`config.mk`:
```
export PLATFORM = sky130hd
export DESIGN_NAME = fetch_hazard_ctrl
export DESIGN_NICKNAME = d
export VERILOG_FILES = /design/src/rtl/fetch_hazard_ctrl.sv
export SDC_FILE = /design/constraint.sdc
export NUM_CORES = 1
export LEC_CHECK = 0
export ABC_AREA = 1
export BUFFER_PORTS_ARGS = -buffer_cell sky130_fd_sc_hd__buf_2
export CAP_MARGIN = 20
export CORE_ASPECT_RATIO = 0.8
export CORE_UTILIZATION = 41
export CTS_CLUSTER_DIAMETER = 200
export DETAILED_ROUTE_END_ITERATION = 8
export GPL_TIMING_DRIVEN = 0
export PLACE_DENSITY = 0.82
export SLEW_MARGIN = 10
export SYNTH_ARGS = -nofsm -noshare
export SYNTH_HDL_FRONTEND = slang
export SYNTH_SLANG_ARGS = --single-unit
```
`constraint.sdc`:
```
create_clock -name clk -period 2 [get_ports clk]
set_input_delay 0.1 -clock clk [delete_from_list [all_inputs] [get_ports clk]]
set_output_delay 0.1 -clock clk [all_outputs]
set_load 0.01 [all_outputs]
```
`src/rtl/fetch_hazard_ctrl.sv`:
```
// rtl/fetch_hazard_ctrl.sv - fetch-stage PC select and pipeline hazard control
// Arbitrates redirect, load-use, and I-mem wait each cycle, and counts stall and flush events.
module fetch_hazard_ctrl (
    input  logic        clk,
    input  logic        rst,
    input  logic        jal_e,
    input  logic        jalr_e,
    input  logic        branch_taken_e,
    input  logic        mispredict_e,
    input  logic [31:0] alu_result_e,
    input  logic [31:0] pc_back_e,
    input  logic        mem_read_e,
    input  logic [4:0]  rd_e,
    input  logic [4:0]  rs1_d,
    input  logic [4:0]  rs2_d,
    input  logic        pred_valid_f,
    input  logic [31:0] pred_addr_f,
    input  logic        imem_ready,
    input  logic        clr_cnt,
    output logic [1:0]  pc_sel,
    output logic [31:0] pc_redirect,
    output logic        stall_f,
    output logic        stall_d,
    output logic        flush_d,
    output logic        flush_e,
    output logic [1:0]  state,
    output logic [15:0] cnt_stall,
    output logic [15:0] cnt_flush
);

    typedef enum logic [1:0] {
        ST_RUN   = 2'b00,
        ST_FLUSH = 2'b01,
        ST_WAIT  = 2'b10,
        ST_BAD   = 2'b11
    } state_t;

    localparam logic [1:0] PC_SEQ  = 2'b00;
    localparam logic [1:0] PC_PRED = 2'b01;
    localparam logic [1:0] PC_REDIR = 2'b10;
    localparam logic [1:0] PC_HOLD = 2'b11;

    state_t      state_q, state_d;
    logic [15:0] cnt_stall_q, cnt_stall_d;
    logic [15:0] cnt_flush_q, cnt_flush_d;
    logic        redirect;
    logic        load_use;

    // The predicted target is muxed in by the PC register itself; only its valid bit matters here.
    logic unused_pred_addr;
    assign unused_pred_addr = ^pred_addr_f;

    assign redirect = jal_e | jalr_e | branch_taken_e | mispredict_e;
    assign load_use = mem_read_e & (rd_e != 5'd0) & ((rd_e == rs1_d) | (rd_e == rs2_d));
    assign pc_redirect = rst ? 32'd0 : (mispredict_e ? pc_back_e : alu_result_e);

    always_comb begin
        pc_sel  = PC_SEQ;
        stall_f = 1'b0;
        stall_d = 1'b0;
        flush_d = 1'b0;
        flush_e = 1'b0;
        state_d = state_q;
        if (redirect) begin
            pc_sel  = PC_REDIR;
            flush_d = 1'b1;
            flush_e = 1'b1;
            state_d = ST_FLUSH;
        end else if (load_use) begin
            pc_sel  = PC_HOLD;
            stall_f = 1'b1;
            stall_d = 1'b1;
            flush_e = 1'b1;
            if (state_q == ST_BAD) begin
                state_d = ST_RUN;
            end
        end else begin
            case (state_q)
                ST_FLUSH: begin
                    flush_d = 1'b1;
                    if (imem_ready) begin
                        state_d = ST_RUN;
                    end else begin
                        pc_sel = PC_HOLD;
                    end
                end
                default: begin
                    if (!imem_ready) begin
                        pc_sel  = PC_HOLD;
                        stall_f = 1'b1;
                        flush_d = 1'b1;
                        state_d = (state_q == ST_BAD) ? ST_RUN : ST_WAIT;
                    end else begin
                        pc_sel  = pred_valid_f ? PC_PRED : PC_SEQ;
                        state_d = ST_RUN;
                    end
                end
            endcase
        end
        // Reset holds the pipeline flushed so nothing stale escapes before the first real fetch.
        if (rst) begin
            pc_sel  = PC_SEQ;
            stall_f = 1'b0;
            stall_d = 1'b0;
            flush_d = 1'b1;
            flush_e = 1'b1;
        end
    end

    always_comb begin
        cnt_stall_d = cnt_stall_q;
        cnt_flush_d = cnt_flush_q;
        if (clr_cnt) begin
            cnt_stall_d = 16'd0;
            cnt_flush_d = 16'd0;
        end else begin
            if (stall_f && (cnt_stall_q != 16'hFFFF)) begin
                cnt_stall_d = cnt_stall_q + 16'd1;
            end
            if (redirect && (cnt_flush_q != 16'hFFFF)) begin
                cnt_flush_d = cnt_flush_q + 16'd1;
            end
        end
    end

    always_ff @(posedge clk) begin
        if (rst) begin
            state_q     <= ST_RUN;
            cnt_stall_q <= 16'd0;
            cnt_flush_q <= 16'd0;
        end else begin
            state_q     <= state_d;
            cnt_stall_q <= cnt_stall_d;
            cnt_flush_q <= cnt_flush_d;
        end
    end

    assign state     = state_q;
    assign cnt_stall = cnt_stall_q;
    assign cnt_flush = cnt_flush_q;

endmodule

```
After elaboration in Yosys (flattened, before gate mapping):

Index checks and enable logic that the tools add are counted.

* register bits after elaboration: 34
* output and inout port bits: 72

* $add $sub $neg: 2
* eq/ne operators: 10
* muxes and demuxes: 30
* bitwise logic cells: 6
* reduce and logical (&&, ||, !) cells: 7

Operator list (number)
* two-way mux 32 bit: 2
* adder 16 x 1 -> 16 bit (second input constant): 2
* != test 16 bit (second input constant): 2
* two-way mux 2 bit: 12
* two-way mux 1 bit: 16
* equality test 5 bit: 2
* nonzero test 5 bit: 1
* != test 4 bit (second input constant): 1
* OR 1 bit: 4
* AND reduction 2 bit: 2
* OR reduction 2 bit: 2
* != test 3 x 2 -> 1 bit (second input constant): 1
* != test 3 bit (second input constant): 1
* bitwise AND 1 bit: 2
* equality test 2 x 1 -> 1 bit (second input constant): 1
* equality test 2 bit (second input constant): 1
* logical AND 1 bit: 2
* != test 2 x 1 -> 1 bit (second input constant): 1

Logic depth before layout (Yosys ltp):

Gate-level depths: netlist of run 1.

* word-level depth: 7
* gate-level depth with buffers: 12

Worst setup path before layout of run 1:

Ideal clock, no wire load.

* path type: register to register
* start point: register cnt_stall_q[0], in the netlist cnt_stall[0]
* end point: register cnt_stall_q[0], in the netlist cnt_stall[0]
* setup time: 115 ps
* data arrival time: 1746 ps
* data required time: 1885 ps
* path slack: 139 ps
* cell stages (with the launch flop): 10
* path buffers: 1
* cell sequence: dfxtp_1 > ha_1 > nand2_1 > nor3_4 > nand4_2 > nor2_4 > nand3_4 > buf_2 > a21oi_1 > nor2_1

* cells in the longest elaborated chain, start to end: 2

RTL lines
* start, declared: line 44 `logic [15:0] cnt_stall_q, cnt_stall_d;`
* start signal, assigned: line 133 `cnt_stall_q <= cnt_stall_d;`
* parallel branches: the longest is 2 deep, another holds adder 16 x 1 -> 16 bit

Several ways; the timed one is not identified.
A chain may end at the register's enable or synchronous reset.

Worst setup path in the final report of run 1:

* start point: register cnt_stall_q[0], in the netlist cnt_stall[0]
* end point: register cnt_stall_q[8], in the netlist cnt_stall[8]

The elaborated chain is that of the path after synthesis.

==> flow_summary_export.csv, run 1 <==
group,metric,value,unit
route,first_pass_iters,4,
global_routing,grt_pass1_vias,2770,
clocking,clock_latency,290,ps
critical_path,reg2reg_setup_slack,110,ps
worst_hold_path,min_from,"imem_ready",
finish,area_growth,40.99,%
pwr,pwr-share-clk,32.5,%
clocking,clk_path_buf_depth,2,
global_routing,grt_first_pass_wirelength,12360,um
finish,final_cells,677,
synth,muxShareOfSynthArea,0,%
synth,netlist_instances,426,
global_routing,grt_usage,23.39,%
placed_design,place_area,3430,um^2
run_status,status,"finished clean",
timing,fin_skew,5.774,ps
route,vias,3329,
floorplan,die-area,6484,um^2
placed_design,pre_cts_slack,-56.24,ps
synth,ys_seq_area_share,26.93,%
route,routedWlPerCell,11.68,um
timing,tightest_slew,627.4,ps
pwr,finalPower,1.490,mW
pwr,p_int,1.056,mW
critical_path,worstRegToRegCells,10,
clocking,cts.clk_slew.worst_paths,70,ps
global_routing,grt.overflow.total,0,
timing,setup_violations,0,
route,drc,0,
finish,fin_nets,719,
finish,final_cell_area,3563,um^2
route,via_per_inst,4.917,
pwr,ir_drop,0.0002149,V
synth,synth.lib_cells_used.distinct,33,
synth,synthXorXnorAreaFrac,6.238,%
pwr,cellPowerDensity,418.1,nW/um^2
timing,min_period_over_period,94.47,%
clocking,cts_tree,"built",
timing,setup-tns-final,0,ps
placed_design,port_buffers,160,
critical_path,r2r_end,"cnt_stall[8]",
global_routing,grt_max_degree,11,
finish,num_antenna_cells,0,
finish,fillers,585,
synth,synth.ff_latch_count,34,
critical_path,r2r_start,"cnt_stall[0]",
timing,slew_headroom,58.17,%
placed_design,detailed_place_hpwl,6194,um
synth,synth-compound-area-share,15.99,%
job,drv_cap,0,
floorplan,rows,25,
worst_hold_path,hold_path_class,"in -> reg",
synth,syn_area,2527,um^2
timing,whs,145.8,ps
worst_hold_path,hold_depth,4,
route,wl,7909,um
placed_design,dp_cells,667,
critical_path,critPathLaunchType,"register",
synth,ys_warn_count,0,
critical_path,worstPathMaxFanout,10,
clocking,root_buffer,"clkbuf_8",
synth,synth_top_family_by_area,"simple AND/OR/NAND/NOR gates",
synth,synth-adder-area-share,0.9901,%
placed_design,place_congestion,0.8610,
timing,fmax,529.3,MHz
route,drt-initial-drc-count,138,
synth,syn_nets,549,
global_routing,antenna_found_initial,0,
clocking,cts.sinks,34,
critical_path,crit_arrival,2110,ps
finish,post-route-util,59.96,%
worst_hold_path,holdPathEnd,"state[1]",
finish,drive_above_1_share,33.72,%
critical_path,criticalPathCategory,"reg -> reg",
synth,syn_avg_cell_area,5.933,um^2
floorplan,die_y,72.23,um
clocking,cts_buffers,5,
pwr,seq_power_share,45.8,%
floorplan,initial_core_util,42.53,%
floorplan,io_pins,193,
timing,fin_ws,110.7,ps
clocking,htree_levels,2,
floorplan,core-area,5943,um^2
pwr,power_frac_comb,21.6,%
critical_path,cp-end-kind,"register",
pwr,swShare,29.11,%
pwr,power.leakage,1.805,nW
route,drtAntennaViolNets,0,
synth,yosys.area_share.simple,40.05,%
critical_path,cp.required,2220,ps
floorplan,fp.dieW,89.78,um
timing,period_needed,1889,ps
timing,hold_viol,0,
pwr,p_switching,0.4337,mW
timing,slew_viol_final,0,
==> worst max-delay path, cell delays in order (launching register included) <==
cell     delay [ps]
dfxtp_4         370
ha_2            210
nand2_1         110
nor3_4          240
nand4_4         130
nor2_4          130
nand3_4         120
nand2_4         130
buf_6           150
nand2_1          80
a21oi_2         140
==> how the worst max path moves through the flow <==
| stage | startpoint | to | cells past startpoint |
|---|---|---|---|
| floorplan | cnt_stall[0] | cnt_stall[0] | 9 |
| global placement | cnt_stall[0] | cnt_stall[0] | 9 |
| detailed placement | cnt_stall[0] | cnt_stall[11] | 9 |
| CTS | cnt_stall[1] | cnt_stall[11] | 9 |
| global route | cnt_stall[0] | cnt_stall[13] | 10 |
| finish | cnt_stall[0] | cnt_stall[8] | 10 |
==> cell usage in the layout (no fill, tap or decap), types with 2 or more instances in the layout <==
cell type and instances:
a21oi_1 21, a21oi_2 5, a31oi_1 2, buf_2 163
buf_4 4, clkbuf_1 11, clkbuf_8 5, clkinv_1 2
clkinv_2 2, dfxtp_1 32, inv_1 37, inv_2 7
nand2_1 74, nand2_4 2, nand3_1 33, nand4_1 4
nor2_1 104, nor3_1 6, nor3_2 3, o21ai_0 38
o21ai_1 8, xnor2_1 5, xor2_1 13
==> cells by family (layout without fill, tap and decap cells) <==
logic type,count (synthesis),after routing
AND/OR/NAND/NOR,234,234
AO/OA/AOI/OAI,76,76
buffers and inverters,62,232
flip-flops,34,34
XOR/XNOR,18,18
adder cells (fa/ha/maj),2,2
==> registers in the layout (all words and copies together) (netlist names) <==
name       flops
state          2
cnt_flush     16
cnt_stall     16
==> area by class of cell <==
cell class	instances	area (um^2)	share of cell area [%]
clock inverters	2	10.01	0.2809
inverters	46	172.7	4.846
multi-input cells	330	1627	45.65
clock buffers	5	68.82	1.931
repair buffers	163	823.3	23.10
plain buffers	16	75.07	2.107
well taps	81	101.3	2.844
flip-flops and latches	34	685.7	19.24
==> power by group through the flow <==
stage | logic (mW) | registers (mW) | clock network (mW)
after global placement | 0.314 | 0.699 | 0
after floorplan | 0.151 | 0.701 | 0
final | 0.322 | 0.683 | 0.485
after CTS | 0.322 | 0.684 | 0.496
after detailed placement | 0.321 | 0.699 | 0
after global routing | 0.363 | 0.683 | 0.530
==> metal layers <==
| layer | up-vias | track usage (%) | share of wire [%] |
|---|---|---|---|
| met5 | - | 0 | 0 |
| met4 | 0 | 9.107 | 2.1 |
| met3 | 17 | 4.717 | 6.6 |
| met2 | 143 | 40.77 | 49 |
| met1 | 1464 | 28.76 | 42 |
| li1 | 1705 | - | - |
==> synthesized netlist by cell type, drive strengths merged <==
library cell    n  area (um^2)
a21oi          26        145.1
a22o            1        8.760
a31oi           2        12.51
and3            1        6.260
buf             5        33.78
clkbuf         11        41.29
clkinv          2        7.510
dfxtp          34        680.7
ha              2        25.02
inv            44        165.2
nand2          77        299.0
nand3          34        182.7
nand3b          1        7.510
nand4           5        37.53
nor2          106        407.9
nor3           10        71.32
o211ai          1        7.510
o21ai          46        230.2
xnor2           5        43.79
xor2           13        113.9
==> what timing repair did <==
item	CTS	global route
setup endpoints to repair	12	16
gates resized for setup	3	6
hold buffers	0	0
pin swaps	1	1
setup buffers	1	2
(Power assumes the default switching activity.)
==> inputs of run 2 (changes only) <==
--- a/config.mk
+++ b/config.mk
@@ -11,2 +11,3 @@
 export CORE_ASPECT_RATIO = 0.8
+export CORE_MARGIN = 8
 export CORE_UTILIZATION = 41
==> constraint.sdc (replaced) <==
create_clock -name clk -period 1.8 [get_ports clk]
set_input_delay 0.09 -clock clk [delete_from_list [all_inputs] [get_ports clk]]
set_output_delay 0.09 -clock clk [all_outputs]
set_load 0.02 [all_outputs]
==> flow_summary_export.csv, run 2 (same netlist as run 1, synthesis figures left out) <==
group,metric,value,unit
finish,post-route-util,63.03,%
pwr,cellPowerDensity,467.5,nW/um^2
timing,tightest_slew,606.6,ps
floorplan,initial_core_util,42.53,%
route,via_per_inst,4.893,
route,routedWlPerCell,13.77,um
finish,num_antenna_cells,0,
finish,fillers,571,
pwr,power.leakage,1.888,nW
global_routing,grt.overflow.total,0,
critical_path,r2r_start,"cnt_stall[0]",
placed_design,place_congestion,0.9039,
worst_hold_path,holdPathEnd,"state[1]",
critical_path,reg2reg_setup_slack,-30,ps
critical_path,slowest_delay,380,ps
critical_path,criticalPathCategory,"reg -> reg",
floorplan,io_pins,193,
clocking,htree_levels,2,
critical_path,worstPathMaxFanout,6,
critical_path,path_cells,"ha_4 > nand2_4 > nor3_4 > nand4_2 > nor2_4 > nand3_4 > nand2_4 > clkbuf_16 > nand2_1 > a21oi_2",
critical_path,crit_top_cell,"nand2_4",
run_status,status,"finished with violations",
global_routing,grt_usage,19.37,%
finish,drive_above_1_share,37.58,%
floorplan,core-area,5943,um^2
job,drv_cap,0,
timing,slew_headroom,59.56,%
critical_path,critPathSlowestCell,"dfxtp_4",
pwr,ir_drop,0.0002575,V
global_routing,antenna_found_initial,0,
finish,area_growth,48.22,%
timing,min_period_over_period,101.6,%
route,drc,0,
timing,rsz0062_at_grt,"true",
timing,fin_skew,6.663,ps
clocking,root_buffer,"clkbuf_8",
critical_path,cp.required,2020,ps
clocking,cts_tree,"built",
finish,layout_common_cells,"buf_2 (160), nor2_1 (101), nand2_1 (69)",
clocking,clock_latency,290,ps
worst_hold_path,min_from,"imem_ready",
pwr,finalPower,1.751,mW
placed_design,pre_cts_slack,-168.5,ps
timing,whs,131.0,ps
global_routing,grt_max_degree,11,
timing,setup-tns-final,-136.5,ps
floorplan,rows,25,
timing,hold_viol,0,
critical_path,crit_buf_inv,1,
timing,fin_ws,-29.42,ps
clocking,cts.sinks,34,
worst_hold_path,hold_depth,4,
timing,slew_viol_final,0,
critical_path,worstRegToRegCells,10,
clocking,ctsHoldBuffers,0,
clocking,cts_buffers,5,
global_routing,grt_first_pass_wirelength,14720,um
placed_design,port_buffers,160,
floorplan,fp.dieW,103.8,um
critical_path,critPathLaunchType,"register",
critical_path,cp.depth,10,
timing,setup_violations,10,
finish,fin_nets,726,
run_status,failed_checks,"setup timing",
worst_hold_path,hold_path_class,"in -> reg",
global_routing,grt_pass1_vias,3210,
floorplan,die-area,8948,um^2
route,vias,3352,
placed_design,detailed_place_hpwl,7398,um
route,drtAntennaViolNets,0,
clocking,clk_path_buf_depth,2,
critical_path,r2r_end,"cnt_stall[11]",
route,drt-initial-drc-count,121,
route,wl,9433,um
critical_path,path_delay_family,"simple AND/OR/NAND/NOR gates",
clocking,cts.clk_slew.worst_paths,70,ps
finish,final_common_cell,"buf_2",
route,first_pass_iters,4,
floorplan,die_y,86.23,um
critical_path,crit_arrival,2050,ps
critical_path,cp-end-kind,"register",
timing,period_needed,1829,ps
timing,fmax,546.6,MHz
[run 2: cell count changes in the layout (fill, tap and decap cells not counted), moves of 4 or more]
cell     before  now
buf_4         4   10
nand2_1      74   69
a21oi_1      21   17
dfxtp_1      32   28
a21oi_2       5    9
[run 2: cell type report]
class	count	area [um^2]	share of cell area, %
plain buffers	16	95.09	2.538
clock buffers	7	86.33	2.305
clock inverters	1	5.005	0.1336
inverters	46	172.7	4.609
multi-input cells	330	1697	45.29
flip-flops and latches	34	693.2	18.50
well taps	81	101.3	2.705
repair buffers	170	895.9	23.91
[run 2: repair_timing]
item / 4_1_cts / 5_1_grt
endpoints found under the setup margin: 25 / 25
pin swaps: 3 / 13
resized for setup: 3 / 28
setup buffers: 4 / 5
cloned: 0 / 1
hold endpoints to repair: 0 / 0
[run 2: worst reg2reg max path: cells and delay by family, from the launching register on]
family          cells  cell delay, ps
buf+inv             1             160
simple gates        7             960
compound gates      1             110
flops               1             380
fa+ha+maj           1             160
[run 2: worst max-delay path by stage]
stage,to,startpoint,slack (ps)
6_report,cnt_stall[11],cnt_stall[0],-30
5_1_grt,cnt_stall[9],cnt_stall[0],-100
4_1_cts,cnt_flush[11],cnt_flush[0],-20
3_5_place_dp,cnt_flush[11],cnt_flush[0],-170
3_3_place_gp,cnt_flush[11],cnt_flush[0],-120
2_1_floorplan,cnt_flush[11],cnt_flush[0],20
[run 2: through the flow]
| stage | std cells | cell area (um^2) |
|---|---|---|
| after floorplan | 426 | 2555 |
| after global placement | 667 | 3457 |
| after detailed placement | 667 | 3457 |
| after CTS | 679 | 3588 |
| after global routing | 685 | 3746 |
| final | 685 | 3746 |
[run 2: metal layers]
layer / vias up / global-route usage, % / share of wire (%)
li1: 1728 / - / -
met1: 1477 / 20.34 / 38
met2: 132 / 34.30 / 51
met3: 15 / 7.487 / 9.7
met4: 0 / 8.126 / 1.7
met5: - / 0 / 0
[run 2: power by group]
group / total [mW] / internal (mW) / switching (mW)
Combinational: 0.408 / 0.162 / 0.246
Clock: 0.586 / 0.308 / 0.278
Sequential: 0.757 / 0.754 / 0.00349
Total: 1.75 / 1.22 / 0.527
==> inputs of run 3 (changes only) <==
CORE_UTILIZATION = 37   (was 41)
GPL_ROUTABILITY_DRIVEN = 0   (was not set)
PLACE_DENSITY = 0.78   (was 0.82)
RECOVER_POWER = 50   (was not set)
clock period = 1.5 ns   (was 1.8 ns; I/O delays follow)
==> flow_summary_export.csv, run 3 (same netlist as run 1, synthesis figures left out) <==
group,metric,value,unit
timing,setup-tns-final,-3606,ps
worst_hold_path,min_from,"imem_ready",
route,wl,9852,um
critical_path,cp-end-kind,"register",
clocking,cts.sinks,34,
placed_design,detailed_place_hpwl,7239,um
pwr,finalPower,2.121,mW
finish,final_cells,719,
critical_path,critPathLaunch,"cnt_stall[1]",
critical_path,cp.required,1720,ps
clocking,clk_path_buf_depth,2,
run_status,status,"finished with violations",
clocking,cts_buffers,5,
timing,slew_headroom,51.49,%
worst_hold_path,hold_path_class,"in -> reg",
clocking,clock_latency,290,ps
clocking,cts.clk_slew.worst_paths,70,ps
timing,whs,122.5,ps
route,via_per_inst,4.937,
clocking,htree_levels,2,
critical_path,path_delay_family,"simple AND/OR/NAND/NOR gates",
worst_hold_path,hold_depth,4,
pwr,ir_drop,0.0002728,V
clocking,cts_tree,"built",
critical_path,crit_arrival,1960,ps
global_routing,grt_first_pass_wirelength,15260,um
finish,fin_nets,754,
finish,drive_above_1_share,43.04,%
floorplan,core-area,6756,um^2
timing,setup_violations,16,
pwr,cellPowerDensity,523.1,nW/um^2
critical_path,crit_top_cell,"nand2_4",
critical_path,r2r_end,"cnt_stall[13]",
job,drv_cap,0,
timing,rsz0062_at_grt,"true",
finish,layout_common_cells,"buf_2 (153), nor2_1 (100), nand2_1 (65)",
timing,fmax,572.9,MHz
critical_path,worstPathMaxFanout,5,
clocking,ctsHoldBuffers,0,
timing,tightest_slew,727.7,ps
floorplan,initial_core_util,37.41,%
route,routedWlPerCell,13.70,um
placed_design,dp_cells,673,
finish,final_common_cell,"buf_2",
critical_path,slowest_delay,380,ps
route,drc,0,
critical_path,criticalPathCategory,"reg -> reg",
floorplan,die_y,89.93,um
floorplan,rows,27,
critical_path,reg2reg_setup_slack,-250,ps
critical_path,worstRegToRegCells,10,
finish,num_antenna_cells,0,
timing,period_needed,1746,ps
timing,fin_skew,7.218,ps
global_routing,antenna_found_initial,0,
finish,fillers,607,
route,first_pass_iters,4,
route,drtAntennaViolNets,0,
floorplan,io_pins,193,
global_routing,grt_max_degree,11,
placed_design,port_buffers,160,
timing,hold_viol,0,
floorplan,fp.dieW,108.4,um
critical_path,critPathSlowestCell,"dfxtp_4",
run_status,failed_checks,"setup timing",
pwr,power.leakage,2.013,nW
finish,area_growth,60.45,%
critical_path,path_cells,"ha_4 > nand2_4 > nor3_4 > nand4_4 > nor2_4 > nand3_4 > nand2_4 > buf_6 > nand2_1 > a21oi_2",
critical_path,critPathLaunchType,"register",
global_routing,grt.overflow.total,0,
timing,slew_viol_final,0,
critical_path,r2r_start,"cnt_stall[1]",
timing,min_period_over_period,116.4,%
worst_hold_path,holdPathEnd,"state[1]",
global_routing,grt_usage,18.41,%
critical_path,crit_buf_inv,1,
global_routing,grt_pass1_vias,3436,
clocking,root_buffer,"clkbuf_8",
floorplan,die-area,9748,um^2
placed_design,pre_cts_slack,-424.0,ps
route,drt-initial-drc-count,141,
route,vias,3550,
timing,fin_ws,-245.6,ps
run 3: changes by cell type in the layout (fill, tap and decap cells not counted), sizes merged:
cell    previous run  this run
buf              174       196
clkbuf            19        25
run 3: report_power, final:
group / switching [mW] / total (mW) / internal [mW]
sequential: 0.00618 / 0.901 / 0.895
combinational: 0.300 / 0.505 / 0.205
clock: 0.344 / 0.715 / 0.370
run 3: worst max path at each step:
| stage | slack [ps] | to | cells after the start |
|---|---|---|---|
| floorplan | -250 | cnt_stall[0] | 9 |
| detailed placement | -420 | cnt_stall[14] | 10 |
| global placement | -350 | cnt_stall[11] | 10 |
| global route | -340 | cnt_stall[3] | 10 |
| finish | -250 | cnt_stall[13] | 10 |
| CTS | -170 | cnt_stall[8] | 10 |
run 3: through the flow:
step,utilization [%],cell area (um^2)
4_1_cts,56.59,3824
5_1_grt,60.02,4055
6_report,60.02,4055
3_3_place_gp,51.76,3497
2_1_floorplan,-,2587
3_5_place_dp,51.76,3497
run 3: repair_timing:
action / 4_1_cts / 5_1_grt
pin swaps: 11 / 13
gates cloned: 1 / 0
endpoints found under the setup margin: 31 / 33
gates resized for setup: 23 / 38
buffers inserted: 20 / 18
run 3: worst min-delay path, cell delays in order:
cell and delay [ps]:
buf_2 100, nand2_1 80, nand3_1 80, nor2_1 40
run 3: layout make-up:
class | count | area [um^2] | share of cell area [%]
timing repair buffer | 199 | 1099 | 27.09
clock buffer | 7 | 86.33 | 2.129
multi-input combinational | 330 | 1774 | 43.75
tap | 87 | 108.9 | 2.684
inverter | 46 | 180.2 | 4.443
buffer | 15 | 80.08 | 1.975
clock inverter | 1 | 5.005 | 0.1234
sequential | 34 | 721.9 | 17.80
run 3: per-layer routing:
metal | vias up | global-route usage [%] | wire, um
met2 | 166 | 33.05 | 4990
met3 | 24 | 5.635 | 829
met4 | 0 | 5.688 | 235
met5 | - | 0 | 0
met1 | 1580 | 19.92 | 3796
li1 | 1780 | - | -
